<file path="src/rtl/t5_lsu.sv">
// Memory-stage load/store unit: misalignment check, single Wishbone-style data cycle with
// watchdog, and sign/zero-extended load return to writeback.
module t5_lsu #(
  parameter int unsigned TOUT = 255
) (
  input  logic        sclk,
  input  logic        srst,
  input  logic        sena,
  input  logic [4:0]  xopc,
  input  logic [2:0]  xfn3,
  input  logic [31:0] xea,
  input  logic [31:0] xdat,
  output logic [1:0]  xstb,
  output logic        xwre,
  output logic        lstall,
  output logic [31:0] mdat,
  output logic        mvld,
  output logic        merr,
  output logic        dwb_cyc,
  output logic        dwb_stb,
  output logic        dwb_we,
  output logic [29:0] dwb_adr,
  output logic [3:0]  dwb_sel,
  output logic [31:0] dwb_dto,
  input  logic [31:0] dwb_dti,
  input  logic        dwb_ack,
  input  logic        dwb_err
);

  localparam logic [4:0] OpLoad  = 5'b00000;
  localparam logic [4:0] OpStore = 5'b01000;

  typedef enum logic [0:0] {StIdle, StBus} state_e;

  state_e      state_q, state_d;
  logic [1:0]  xstb_q, xstb_d;
  logic        xwre_q, xwre_d;
  logic [31:0] mdat_q, mdat_d;
  logic        mvld_q, mvld_d;
  logic        merr_q, merr_d;
  logic        we_q, we_d;
  logic [29:0] adr_q, adr_d;
  logic [3:0]  sel_q, sel_d;
  logic [31:0] dto_q, dto_d;
  logic [2:0]  fn3_q, fn3_d;
  logic [1:0]  a_q, a_d;
  logic [7:0]  cnt_q, cnt_d;

  logic        is_store, mem_op, misal, bus, timeout;
  logic [3:0]  sel_new;
  logic [31:0] dti_sh, ld_ext;

  assign is_store = (xopc == OpStore);
  assign mem_op   = (xopc == OpLoad) || is_store;
  assign bus      = (state_q == StBus);
  assign timeout  = bus && (cnt_q == 8'(TOUT - 1));

  always_comb begin
    misal   = 1'b0;
    sel_new = 4'b1111;
    unique case (xfn3[1:0])
      2'b00: sel_new = 4'b0001 << xea[1:0];
      2'b01: begin
        misal   = xea[0];
        sel_new = xea[1] ? 4'b1100 : 4'b0011;
      end
      default: misal = |xea[1:0];
    endcase
  end

  // Byte lane a is shifted down to bits [7:0]; halves only ever sit at lane 0 or 2.
  assign dti_sh = dwb_dti >> {a_q, 3'b000};

  always_comb begin
    ld_ext = dwb_dti;
    unique case (fn3_q[1:0])
      2'b00:   ld_ext = {{24{~fn3_q[2] & dti_sh[7]}}, dti_sh[7:0]};
      2'b01:   ld_ext = {{16{~fn3_q[2] & dti_sh[15]}}, dti_sh[15:0]};
      default: ld_ext = dwb_dti;
    endcase
  end

  always_comb begin
    state_d = state_q;
    xstb_d  = xstb_q;
    xwre_d  = xwre_q;
    mdat_d  = mdat_q;
    mvld_d  = 1'b0;
    merr_d  = 1'b0;
    we_d    = we_q;
    adr_d   = adr_q;
    sel_d   = sel_q;
    dto_d   = dto_q;
    fn3_d   = fn3_q;
    a_d     = a_q;
    cnt_d   = cnt_q;
    unique case (state_q)
      StIdle: begin
        cnt_d = 8'd0;
        if (sena && mem_op) begin
          xstb_d = {1'b1, misal};
          xwre_d = is_store;
          if (!misal) begin
            adr_d   = xea[31:2];
            dto_d   = xdat;
            we_d    = is_store;
            sel_d   = sel_new;
            fn3_d   = xfn3;
            a_d     = xea[1:0];
            state_d = StBus;
          end
        end else if (sena) begin
          xstb_d = 2'b00;
        end
      end
      StBus: begin
        cnt_d = cnt_q + 8'd1;
        if (dwb_ack) begin
          if (!we_q) begin
            mdat_d = ld_ext;
            mvld_d = 1'b1;
          end
          state_d = StIdle;
        end else if (dwb_err || timeout) begin
          merr_d  = 1'b1;
          state_d = StIdle;
        end
      end
      default: state_d = StIdle;
    endcase
  end

  always_ff @(posedge sclk or negedge srst) begin
    if (!srst) begin
      state_q <= StIdle;
      xstb_q  <= 2'b00;
      xwre_q  <= 1'b0;
      mdat_q  <= 32'd0;
      mvld_q  <= 1'b0;
      merr_q  <= 1'b0;
      we_q    <= 1'b0;
      adr_q   <= 30'd0;
      sel_q   <= 4'd0;
      dto_q   <= 32'd0;
      fn3_q   <= 3'd0;
      a_q     <= 2'd0;
      cnt_q   <= 8'd0;
    end else begin
      state_q <= state_d;
      xstb_q  <= xstb_d;
      xwre_q  <= xwre_d;
      mdat_q  <= mdat_d;
      mvld_q  <= mvld_d;
      merr_q  <= merr_d;
      we_q    <= we_d;
      adr_q   <= adr_d;
      sel_q   <= sel_d;
      dto_q   <= dto_d;
      fn3_q   <= fn3_d;
      a_q     <= a_d;
      cnt_q   <= cnt_d;
    end
  end

  assign lstall  = bus && !dwb_ack && !dwb_err && !timeout;
  assign xstb    = xstb_q;
  assign xwre    = xwre_q;
  assign mdat    = mdat_q;
  assign mvld    = mvld_q;
  assign merr    = merr_q;
  assign dwb_cyc = bus;
  assign dwb_stb = bus;
  assign dwb_we  = we_q;
  assign dwb_adr = adr_q;
  assign dwb_sel = sel_q;
  assign dwb_dto = dto_q;

endmodule

</file>
<file path="config.mk">
export PLATFORM = sky130hd
export DESIGN_NAME = t5_lsu
export DESIGN_NICKNAME = d
export VERILOG_FILES = /design/src/rtl/t5_lsu.sv
export SDC_FILE = /design/constraint.sdc
export NUM_CORES = 1
export LEC_CHECK = 0
export BUFFER_PORTS_ARGS = -buffer_cell sky130_fd_sc_hd__clkbuf_2
export CAP_MARGIN = 40
export CELL_PAD_IN_SITES_DETAIL_PLACEMENT = 1
export CELL_PAD_IN_SITES_GLOBAL_PLACEMENT = 2
export CORE_MARGIN = 2
export CORE_UTILIZATION = 29
export DETAILED_ROUTE_END_ITERATION = 16
export GPL_ROUTABILITY_DRIVEN = 0
export HOLD_SLACK_MARGIN = 0.15
export PLACE_DENSITY = 0.84
export REMOVE_ABC_BUFFERS = 1
export SLEW_MARGIN = 20
export SYNTH_ARGS = -nofsm -noshare
export SYNTH_HDL_FRONTEND = slang
export SYNTH_SLANG_ARGS = --single-unit
export TNS_END_PERCENT = 10
</file>
<file path="constraint.sdc">
create_clock -name sclk -period 2.05 [get_ports sclk]
set_input_delay 0.205 -clock sclk [delete_from_list [all_inputs] [get_ports sclk]]
set_output_delay 0.205 -clock sclk [all_outputs]
set_load 0.02 [all_outputs]
</file>
; ---- Yosys cells after proc, flatten, opt, wreduce, memory -nomap -nowiden
; Cells that the tools add are included.
[totals]
n_memories = 0
ff_bits = 118
latchBits = 0
romBits = 0
in_bits = 109
ramBits = 0
[classes]
shift = 2
muxes = 18
reduce_logical = 19
magnitude_cmp = 0
eq_ne = 4
bitwise_logic = 6
n_mul = 0
div_mod_pow = 0
add_sub_neg = 1
[op_table]
columns = op, n
row1 = $pmux 32 s2, 1
row2 = $shr 32x5->16, 1
row3 = $pmux 8 s2, 1
row4 = $mux 1, 10
row5 = $add 8x1->8 const B, 1
row6 = $eq 8x8->1 const B, 1
row7 = $pmux 4 s2, 1
row8 = $reduce_and 3->1, 2
row9 = $eq 5x4->1 const B, 1
row10 = $logic_and 1x1->1, 5
row11 = $logic_not 5->1, 1
row12 = $eq 2x1->1 const B, 2
row13 = $logic_not 2->1, 2
row14 = $mux 2, 2
row15 = $mux 4, 1
row16 = $not 1->1, 4
row17 = $pmux 1 s2, 2
row18 = $reduce_and 2->1, 2
row19 = $shl 1x2->4 const A, 1
row20 = $logic_not 1->1, 3
row21 = $and 1x1->1, 2
row22 = $logic_or 1x1->1, 2
row23 = $reduce_bool 2->1, 1
row24 = $reduce_or 2->1, 1

; ---- Depth between registers and ports, before layout
[logic_depth]
depth_word = 6
mapped_depth = 6
ltp_nobuf = 5

; ---- Worst setup path after synthesis
; Ideal clock, no wire load.
[synth_path]
path_kind = input -> register
from = input port xopc[1]
to = register sel_q[0], in the netlist dwb_sel[0]
path_stages = 5
setup_ns = 0.121
required_ns = 1.929
path_buffers = 1
arrival_ns = 1.570
path_slack_ns = 0.359
path_cell_list = or4_4 -> or2_1 -> buf_2 -> a211o_1 -> a22o_1
[synth_between]
elab_chain_len = 4
[synth_rtl]
columns = element, line
row1 = start: declaration, 9  ; input logic [4:0] xopc,
row2 = $eq 5x4->1 / $logic_not 5->1 (equally long branches), "53, 54"
row3 = $logic_or 1x1->1 *, 54  ; assign mem_op = (xopc == OpLoad) || is_store;
row4 = $logic_and 1x1->1 *, 100  ; if (sena && mem_op) begin
row5 = $reduce_and 3->1 (no source line) *, -
row6 = end signal: assignment, 157  ; sel_q <= sel_d;
row7 = end: declaration, 43  ; logic [3:0] sel_q, sel_d;
; Mark *: on every way between the ends. The rest lies on a longest branch, timed or not.
; A chain may end at the register's enable or synchronous reset.

; ---- Worst setup path in the final report
[layout_path]
from = register cnt_q[2]
to = output port lstall
[layout_between]
elab_chain_len = 4
[layout_rtl]
columns = element, line
row1 = start: declaration, 47  ; logic [7:0] cnt_q, cnt_d;
row2 = start signal: assignment, 161  ; cnt_q <= cnt_d;
row3 = $eq 8x8->1, 56  ; assign timeout = bus && (cnt_q == 8'(TOUT - 1));
row4 = $logic_and 1x1->1, 56
row5 = $logic_not 1->1, 165  ; assign lstall = bus && !dwb_ack && !dwb_err && !timeout;
row6 = $logic_and 1x1->1, 165
row7 = end: declaration, 15  ; output logic lstall,
; No other way between the ends.

==> results.toml <==
[clock_network]
cts_buffer_depth = 2
ctsRootBufferMaster = "sky130_fd_sc_hd__clkbuf_16"
cts.htree.levels = 4
insertion_delay_ps = 420
clk_pin_slew_worst_paths_ps = 50
clk_sink_count = 118
postCtsSetupRepairBufs = 0
tritoncts = "yes"
cts_buffers = 17

[drt]
vias = 4637
drc = 0
finalWirelength_um = 17380
routedWlPerCell_um = 17.64
drtPass1Iterations = 4
viasPerCell = 4.708
detail_route.iter0.violations = 185
antenna_violating_nets_post_route = 0

[cells_and_area]
layout.cells.most_common = "sky130_fd_sc_hd__clkbuf_2"
final_core_utilization = 0.4678
area_delta_synth_final_pct = 56.73
final_cell_mix = "214 x sky130_fd_sc_hd__clkbuf_2, 117 x sky130_fd_sc_hd__dfrtp_1, 95 x sky130_fd_sc_hd__dlygate4sd3_1, 48 x sky130_fd_sc_hd__mux2_2, 47 x sky130_fd_sc_hd__nand2_1"
antenna-diode-count = 0
final_layout_size_suffix_gt1_frac = 0.4382
final_nets = 859

[floorplanning]
die-height_um = 137.7
die_width_um = 137.7
dieArea_sq_um = 18950
initial_standard_cell_utilization_of_the_core = 0.2985
rows = 48
boundaryPins = 216
core_area_sq_um = 17360

[global_routing]
maximum_number_of_pins_on_one_net_before_global_route_repair = 119
grt_antenna_before_repair = 0
global_route.usage.met1 = 0.2125
grt_first_pass_wirelength_um = 27030
globalRouteTotalUtil = 0.1880
grt_pass1_vias = 5142
grt_use_met3 = 0.06291
globalRouteOverflowTotal = 0
grt.met2_usage = 0.3344
most_heavily_used_metal_layer_in_global_routing = "met2"

[placement]
dp_hpwl_um = 11250
place_ws_ps = 170.2
buffer_ports.inserted = 215

[yosys]
synth.yosys.warnings = 0
muxShareOfSynthArea = 0.1806
adder_cell_share_of_the_synthesized_area = 0.004830
synth-compound-area-share = 0.08259
ys_async_sr_fraction = 1.000
synthCells = 433
synthFlopType = "sky130_fd_sc_hd__dfrtp_1"
ys_types = 45
synth_edf_count = 0
ys_ff_latch = 118
synth_area_per_cell_sq_um = 11.97
post_synth_and_or_nand_nor_area_fraction = 0.1188
synth_top_family_by_area = "multiplexers"
synthXorXnorAreaFrac = 0.01352
synth_area_sq_um = 5181
fraction_of_the_yosys_area_taken_by_sequential_cells = 0.5699

[worst_hold_path]
hold_class = "in -> reg"
whs_endpoint = "merr$_DFF_PN0_"
min_path_cells = 3
hp-start = "dwb_err"

[status]
run_status = "completed"

[timing]
period_needed_ps = 1932
share_of_the_cycle_needed_by_the_critical_path_after_routing = 0.9425
fin_skew_ps = 6.636
rsz0062_at_grt = "false"
relSlewSlack = 0.5369
slew_violations = 0
tightest_slew_ps = 693.2
setup_slack_ps = 117.9
timing.fmax_mhz = 517.6
setup-violations-final = 0
hold_violations = 0
final.setup.tns_ps = 0

[critical_path]
critical_path.top_delay_family = "simple AND/OR/NAND/NOR gates"
crit-reg2reg-capture = "mdat[15]$_DFFE_PN0P_"
path_cells = "and4_1 > a41oi_2 > and3b_1 > clkbuf_2"
worstSetupEndpointType = "output pin"
worstPathRequired_ps = 1850
arrival_ps = 1730
crit_slowest_cell = "sky130_fd_sc_hd__dfrtp_1"
critical-path-max-stage-delay_ps = 420
r2r-start = "a_q[0]$_DFFE_PN0P_"
crit_fanout = 5
ff2ff_path_depth = 4
path_buf_inv = 1
setup.reg_to_reg.worst_slack_ps = 270
worst-setup-path-type = "reg -> out"
cp-start-kind = "register"

[flow_run]
max_cap_viol_count = 0

[power_and_ir_drop]
irDropWorstVdd_v = 0.0005753
power_leakage_uw = 0.004239
power.density_cell_area_nw_per_um2 = 1050
power.internal_uw = 5853
share_clk_of_total_power = 0.368
swShare = 0.3135
power_frac_comb = 0.267
switching_power_summed_over_all_nets_uw = 2672
seq_pwr_share = 0.365
logic make-up after synthesis:
group	Yosys count
simple gates	131
flops	118
mux	78
buf+inv	32
compound gates	64
fa+ha+maj	2
xor+xnor	8
worst reg2reg max path, delay by kind of cell, from the launching register on:
family / cells / cell delay, ps
and+or+nand+nor: 1 / 640
AOI/OAI and AO/OA: 3 / 470
DFF: 1 / 610
metrics by stage:
stage | area (sq um) | std cells | hold slack [ps] | total power [uW]
after floorplan | 5035 | 403 | -90.59 | 4326
after global placement | 6548 | 859 | 342.0 | 5185
after detailed placement | 6548 | 859 | 351.0 | 5263
after CTS | 8112 | 985 | 151.0 | 8595
after global routing | 8120 | 985 | 173.8 | 8959
final | 8120 | 985 | 151.9 | 8525
state kept, by name, indices dropped and copies added (netlist names), 2 cells and up:
| register | cells |
|---|---|
| fn3_q | 3 |
| a_q | 2 |
| xstb | 2 |
| mdat | 32 |
| dwb_sel | 4 |
| dwb_dto | 32 |
| dwb_adr | 30 |
| cnt_q | 8 |
power by group through the flow:
stage                     registers (uW)  clock network (uW)  logic [uW]
after floorplan                     3680                   0         646
after global placement              3120                   0        2070
after detailed placement            3130                   0        2130
after CTS                           3110                3210        2280
after global routing                3170                3330        2460
final                               3110                3130        2280
how the worst max path moves through the flow:
stage | cells past startpoint | startpoint | end
after floorplan | 3 | xfn3[1] | a_q[1]$_DFFE_PN0P_
after detailed placement | 6 | xopc[1] | dwb_dto[29]$_DFFE_PN0P_
final | 4 | cnt_q[2]$_DFF_PN0_ | lstall
after CTS | 5 | cnt_q[0]$_DFF_PN0_ | lstall
after global placement | 6 | xopc[1] | dwb_adr[10]$_DFFE_PN0P_
after global routing | 4 | cnt_q[2]$_DFF_PN0_ | lstall
cell type report:
type                            count  area [sq um]
Fill cell                        1888          9236
Sequential cell                   118          2954
Timing Repair Buffer              326          2175
Multi-Input combinational cell    283          2090
Clock buffer                       21         460.4
Tap cell                          225         281.5
Clock inverter                     10         152.6
Inverter                            2         7.507
layer usage:
layer / up-vias / share of wire
met3: 26 / 0.066
met4: 0 / 0.017
met5: - / 0
met1: 2285 / 0.41
li1: 2151 / -
met2: 175 / 0.51
cell usage after synthesis, drive strengths merged (2+ instances only):
| library cell | count | share of area |
|---|---|---|
| clkbuf | 17 | 0.012 |
| o41ai | 2 | 0.0034 |
| o21ai | 16 | 0.016 |
| a2bb2oi | 9 | 0.015 |
| nor3 | 3 | 0.0029 |
| mux2i | 11 | 0.021 |
| a21oi | 11 | 0.011 |
| buf | 13 | 0.016 |
| and2 | 6 | 0.0072 |
| o22ai | 7 | 0.0085 |
| o31ai | 2 | 0.0029 |
| nand2b | 4 | 0.0048 |
| xnor2 | 7 | 0.012 |
| nand3 | 36 | 0.035 |
| nand2 | 47 | 0.034 |
| ha | 2 | 0.0048 |
| nor2 | 23 | 0.018 |
| mux2 | 67 | 0.16 |
| a21o | 9 | 0.013 |
| a22oi | 2 | 0.0029 |
| dfrtp | 118 | 0.57 |
| inv | 2 | 0.0014 |
| nor2b | 4 | 0.0048 |
repair_timing:
| action | 4_1_cts | 5_1_grt |
|---|---|---|
| setup endpoints to repair | 0 | 1 |
| hold buffers | 95 | 0 |
| resized for setup | 0 | 2 |
| endpoints found under the hold margin | 214 | 0 |
Note: power is estimated with default switching activity, not from simulation.
